`src/rtl/writeback_stage.sv`:
```
// Write-back stage of the multicycle MIPS datapath: captures the retiring result,
// commits it to the 32x32 register file one cycle later and signals fetch.
module writeback_stage (
  input  logic        clock,
  input  logic        reset,
  input  logic        stage5,
  input  logic        regWrite,
  input  logic        memToReg,
  input  logic        regDst,
  input  logic        link,
  input  logic [4:0]  rt,
  input  logic [4:0]  rd,
  input  logic [31:0] aluresult,
  input  logic [31:0] memvalue,
  input  logic [31:0] pcplus4,
  input  logic [4:0]  rsaddr,
  input  logic [4:0]  rtaddr,
  output logic [31:0] rsdata,
  output logic [31:0] rtdata,
  output logic        stage1,
  output logic [31:0] retired,
  output logic        overrun
);

  typedef enum logic {IDLE, COMMIT} state_t;

  state_t      state;
  logic [31:0] regs [32];
  logic [4:0]  l_dest;
  logic [31:0] l_data;
  logic        l_we;

  logic [4:0]  dest;
  logic [31:0] wdata;
  logic        we;

  // Destination, data and enable are resolved on the latching edge, so only the
  // resolved values are held rather than every raw control field.
  always_comb begin
    dest  = link ? 5'd31 : (regDst ? rd : rt);
    wdata = link ? pcplus4 : (memToReg ? memvalue : aluresult);
    we    = (regWrite | link) && (dest != 5'd0);
  end

  always_ff @(posedge clock or posedge reset) begin
    if (reset) begin
      state   <= IDLE;
      stage1  <= 1'b0;
      retired <= '0;
      overrun <= 1'b0;
      l_dest  <= '0;
      l_data  <= '0;
      l_we    <= 1'b0;
      for (int unsigned i = 0; i < 32; i++) regs[i] <= '0;
    end else begin
      stage1 <= 1'b0;
      case (state)
        IDLE: begin
          if (stage5) begin
            l_dest <= dest;
            l_data <= wdata;
            l_we   <= we;
            state  <= COMMIT;
          end
        end
        COMMIT: begin
          if (l_we) regs[l_dest] <= l_data;
          retired <= retired + 32'd1;
          stage1  <= 1'b1;
          state   <= IDLE;
          if (stage5) overrun <= 1'b1;
        end
        default: state <= IDLE;
      endcase
    end
  end

  // No bypass: a committed value is visible only after the committing edge.
  always_comb begin
    rsdata = regs[rsaddr];
    rtdata = regs[rtaddr];
  end

endmodule

```
`config.mk`:
```
export PLATFORM = sky130hd
export DESIGN_NAME = writeback_stage
export DESIGN_NICKNAME = d
export VERILOG_FILES = /design/src/rtl/writeback_stage.sv
export SDC_FILE = /design/constraint.sdc
export NUM_CORES = 2
export LEC_CHECK = 0
export ABC_CLOCK_PERIOD_IN_PS = 61900
export CORE_MARGIN = 2
export CORE_UTILIZATION = 55
export CTS_BUF_LIST = sky130_fd_sc_hd__clkbuf_8
export CTS_CLUSTER_DIAMETER = 150
export DETAILED_ROUTE_END_ITERATION = 16
export PLACE_DENSITY = 0.85
export REMOVE_ABC_BUFFERS = 1
export SLEW_MARGIN = 20
export SYNTH_ARGS = -nofsm -noshare
export SYNTH_HDL_FRONTEND = slang
export SYNTH_SLANG_ARGS = --single-unit
export TNS_END_PERCENT = 1
```
`constraint.sdc`:
```
create_clock -name clock -period 61.9 [get_ports clock]
set_input_delay 6.19 -clock clock [delete_from_list [all_inputs] [get_ports clock]]
set_output_delay 6.19 -clock clock [all_outputs]
set_load 0.005 [all_outputs]
```
==> implementation parameters <==
Parameter                              Value

Hold path
  Startpoint of the most critical hold path ... overrun
  Hold path depth ... 1
  Worst min path class ... register to register
  Capture endpoint of the worst hold path ... overrun

Route
  Remaining DRCs ... 0
  Routed len/inst ... ~27 um
  Antenna Nets Post-Route ... 0
  Total number of vias ... 43,740
  DR vias/cell ... 6.696
  1st-iter DRT viols ... 4,997
  Final wirelength ... 178.3 mm
  Length of the first detailed-routing pass in iterations ... 7

Synthesis
  Number of flops mapped to enable cells by yosys ... 0
  Mean cell area of the mapped netlist ... 11.92 um2
  Gate count after technology mapping ... 4,980
  Post-synthesis instance area ... 59,380 um2
  Flip-flop and latch count after synthesis ... 1,097
  Distinct cell type count after synthesis ... 39
  Portion of the post-synthesis area used by sequential elements ... 46.23%
  Fraction of synthesis flops using an asynchronous set or reset pin ... 100.0%
  Number of warnings issued by yosys ... 0
  Prevailing post-synth register cell ... sky130_fd_sc_hd__dfrtp_1

Timing
  Setup skew after layout ... roughly 0.035 ns
  Pins over their slew limit ... 0
  Setup slack of the critical path after layout ... ~45 ns
  Transition time at the pin with the least slew margin ... 1.320 ns
  Total negative setup slack ... 0 ns
  Highest achievable clock rate ... 57.57 MHz
  Final count of negative-setup-slack endpoints ... 0
  Clock period minus worst slack ... between 15 and 20 ns
  Slew HR ... 12.00%
  Final worst-path cycle share ... between 20% and 30%
  Setup repair after global routing missed its margin ... false
  Hold Fails Final Rpt ... 0

Status
  Status ... finished clean

Worst setup path
  Worst r2r dst ... regs[715]
  Endpoint type of the worst setup path ... output port
  Reg-to-reg slack, setup ... around 58 ns
  Maximum fanout along the worst path ... 140
  Depth of the most critical reg-to-reg path ... 5
  Critical path arrival ... 11.18 ns
  Startpoint types ... input port
  Type of the worst setup path ... input port to output port
  Endpoint required time on the critical path ... 55.71 ns
  Reg-to-reg critical path startpoint ... state

Clock network
  Root cell of the clock tree ... sky130_fd_sc_hd__clkbuf_8
  Clock insertion delay at the later pin of the skew report ... 0.87 ns
  Number of gates given a new drive strength after cts ... 0
  Clk buf depth ... 3
  Number of hold buffers added after CTS ... 0
  Number of setup buffers added after CTS ... 0
  CTS clk-pin slew, worst paths ... ~0.06 ns
  Clock net sink count ... approximately 1,100
  Level count of the clock H-tree ... 4
  Clock buffer count from CTS ... 180
  TritonCTS clock tree ... built

Placement
  Placed wire-length estimate ... between 90 and 100 mm
  Placement-stage worst setup slack ... approximately 45 ns
  Number of buffers inserted by port buffering ... 220
  Placer Congestion ... 0.8339
  Cell Area, Placed ... 62,010 um2
  Total placed cells including tap cells ... 6,210

Die
  I/O pin total ... 221
  Die footprint ... 110,600 um2
  Core region area ... 107,100 um2
  Die Wd ... 332.6 um
  Chip height ... 332.6 um
  Initial cell density of the core ... between 50% and 60%
  Cell row count ... 120

Pwr
  Flop pwr share ... 48.9%
  Net switching component of the power ... 551.0 uW
  Power density over the cells ... 28.57 nW/um2
  Leakage dissipation ... 0.03246 uW
  Clock network fraction of design power ... 34.5%
  Worst vdd rail ir drop ... 0.01785 mV
  P_int ... 1328 uW
  Logic pwr share ... 16.6%
  Fraction of power spent switching nets ... 29.32%

GRT
  First-pass GRT wire length ... 270.5 mm
  Overall track demand over capacity in global routing ... 31.61%
  Total congestion overflow after global routing ... 0
  Pin count of the biggest net entering global routing ... approximately 170
  Vias in the first global route ... 44,530
  Initial antenna violation count ... 2

Final layout
  Finished layout cell area ... 65,780 um2
  Post-layout instance count excluding filler cells ... 6,533
  Fraction of final layout cells with drive strength greater than 1 ... 27.67%
  Fin nets ... between 5,000 and 6,000
  Syn-to-layout area delta ... 10.78%

Run
  Max-capacitance violation count ... 0
-- metrics by stage --
step,utilization (%),hold WS (ns),total power (uW)
2_1_floorplan,-,0.4510,1105
3_3_place_gp,57.92,0.4375,1214
3_5_place_dp,57.92,0.4493,1233
4_1_cts,61.39,0.4626,1878
5_1_grt,61.45,0.4810,1955
6_report,61.45,0.4578,1879
-- area by class of cell --
type,count,area [um2]
flip-flops and latches,1097,27450
multi-input cells,3412,29920
repair buffers,296,2922
well taps,1403,1755
clock inverters,81,420.4
clock buffers,239,3289
fillers,8080,41270
diodes,1,2.502
inverters,4,22.52
-- power by group through the flow --
stage / registers, uW / logic, uW / clock network, uW
floorplan: 892 / 213 / 0
global placement: 918 / 296 / 0
detailed placement: 925 / 308 / 0
CTS: 914 / 310 / 654
global route: 931 / 337 / 687
finish: 919 / 313 / 648
-- synthesized netlist by cell type, drive strengths merged (34+ instances only) --
cell type | count | area [um2]
dfrtp | 1097 | 27450
mux2i | 1060 | 10610
mux2 | 1025 | 11540
nand2 | 264 | 991.0
buf | 250 | 1438
a21oi | 227 | 1136
clkbuf | 217 | 814.5
nand3 | 199 | 996.0
a22oi | 193 | 1449
a22o | 128 | 1121
nor2 | 70 | 270.3
nor3 | 68 | 340.3
a31oi | 65 | 406.6
o21ai | 34 | 170.2
-- kinds of logic after synthesis --
logic type / synth area share [%]
fa+ha+maj: 0.02107
mux: 37.31
flops: 46.23
xor+xnor: 0.4573
simple gates: 4.925
buf+inv: 3.818
compound gates: 7.238
-- critical path: stages --
cell and delay [ns]:
sky130_fd_sc_hd__buf_8 0.50, sky130_fd_sc_hd__buf_4 0.83, sky130_fd_sc_hd__buf_4 0.94, sky130_fd_sc_hd__buf_12 0.56
sky130_fd_sc_hd__mux2i_1 0.30, sky130_fd_sc_hd__a22o_1 0.16, sky130_fd_sc_hd__nor3_1 0.05, sky130_fd_sc_hd__a31oi_1 0.24
sky130_fd_sc_hd__nand3_1 0.26, sky130_fd_sc_hd__clkdlybuf4s50_1 0.53
-- how the worst max path moves through the flow --
stage / to / slack, ns / from
after floorplan: l_data[0] / 24.82 / reset
after global placement: rsdata[22] / 44.80 / rsaddr[0]
after detailed placement: rsdata[7] / 44.66 / rsaddr[0]
after CTS: rsdata[7] / 44.68 / rsaddr[0]
after global routing: rsdata[22] / 44.40 / rsaddr[0]
final: rsdata[22] / 44.53 / rsaddr[0]
-- sequential cells by signal, indices dropped and copies added (netlist names) --
name / cells
regs: 1024
state: 1
l_we: 1
l_data: 32
stage1: 1
overrun: 1
retired: 32
l_dest: 5
-- cell usage in the layout, fill, tap and decap left out, drive strengths merged, types with 15 or more instances in the layout --
cell type	n
dfrtp	1097
mux2i	1060
mux2	1025
nand2	264
clkbuf	239
a21oi	227
clkdlybuf4s50	216
nand3	199
a22oi	193
a22o	128
buf	80
nor2	70
nor3	68
inv	67
a31oi	65
o21ai	34
xnor2	18
clkinv	15
-- layer usage --
metal	GRT usage (%)	routed length, um	part of all wire, %
met5	0	0	0
met4	17.66	9971	5.6
met3	6.792	16530	9.3
met2	48.46	80590	45
met1	41.82	71210	40
(Power assumes the default switching activity.)
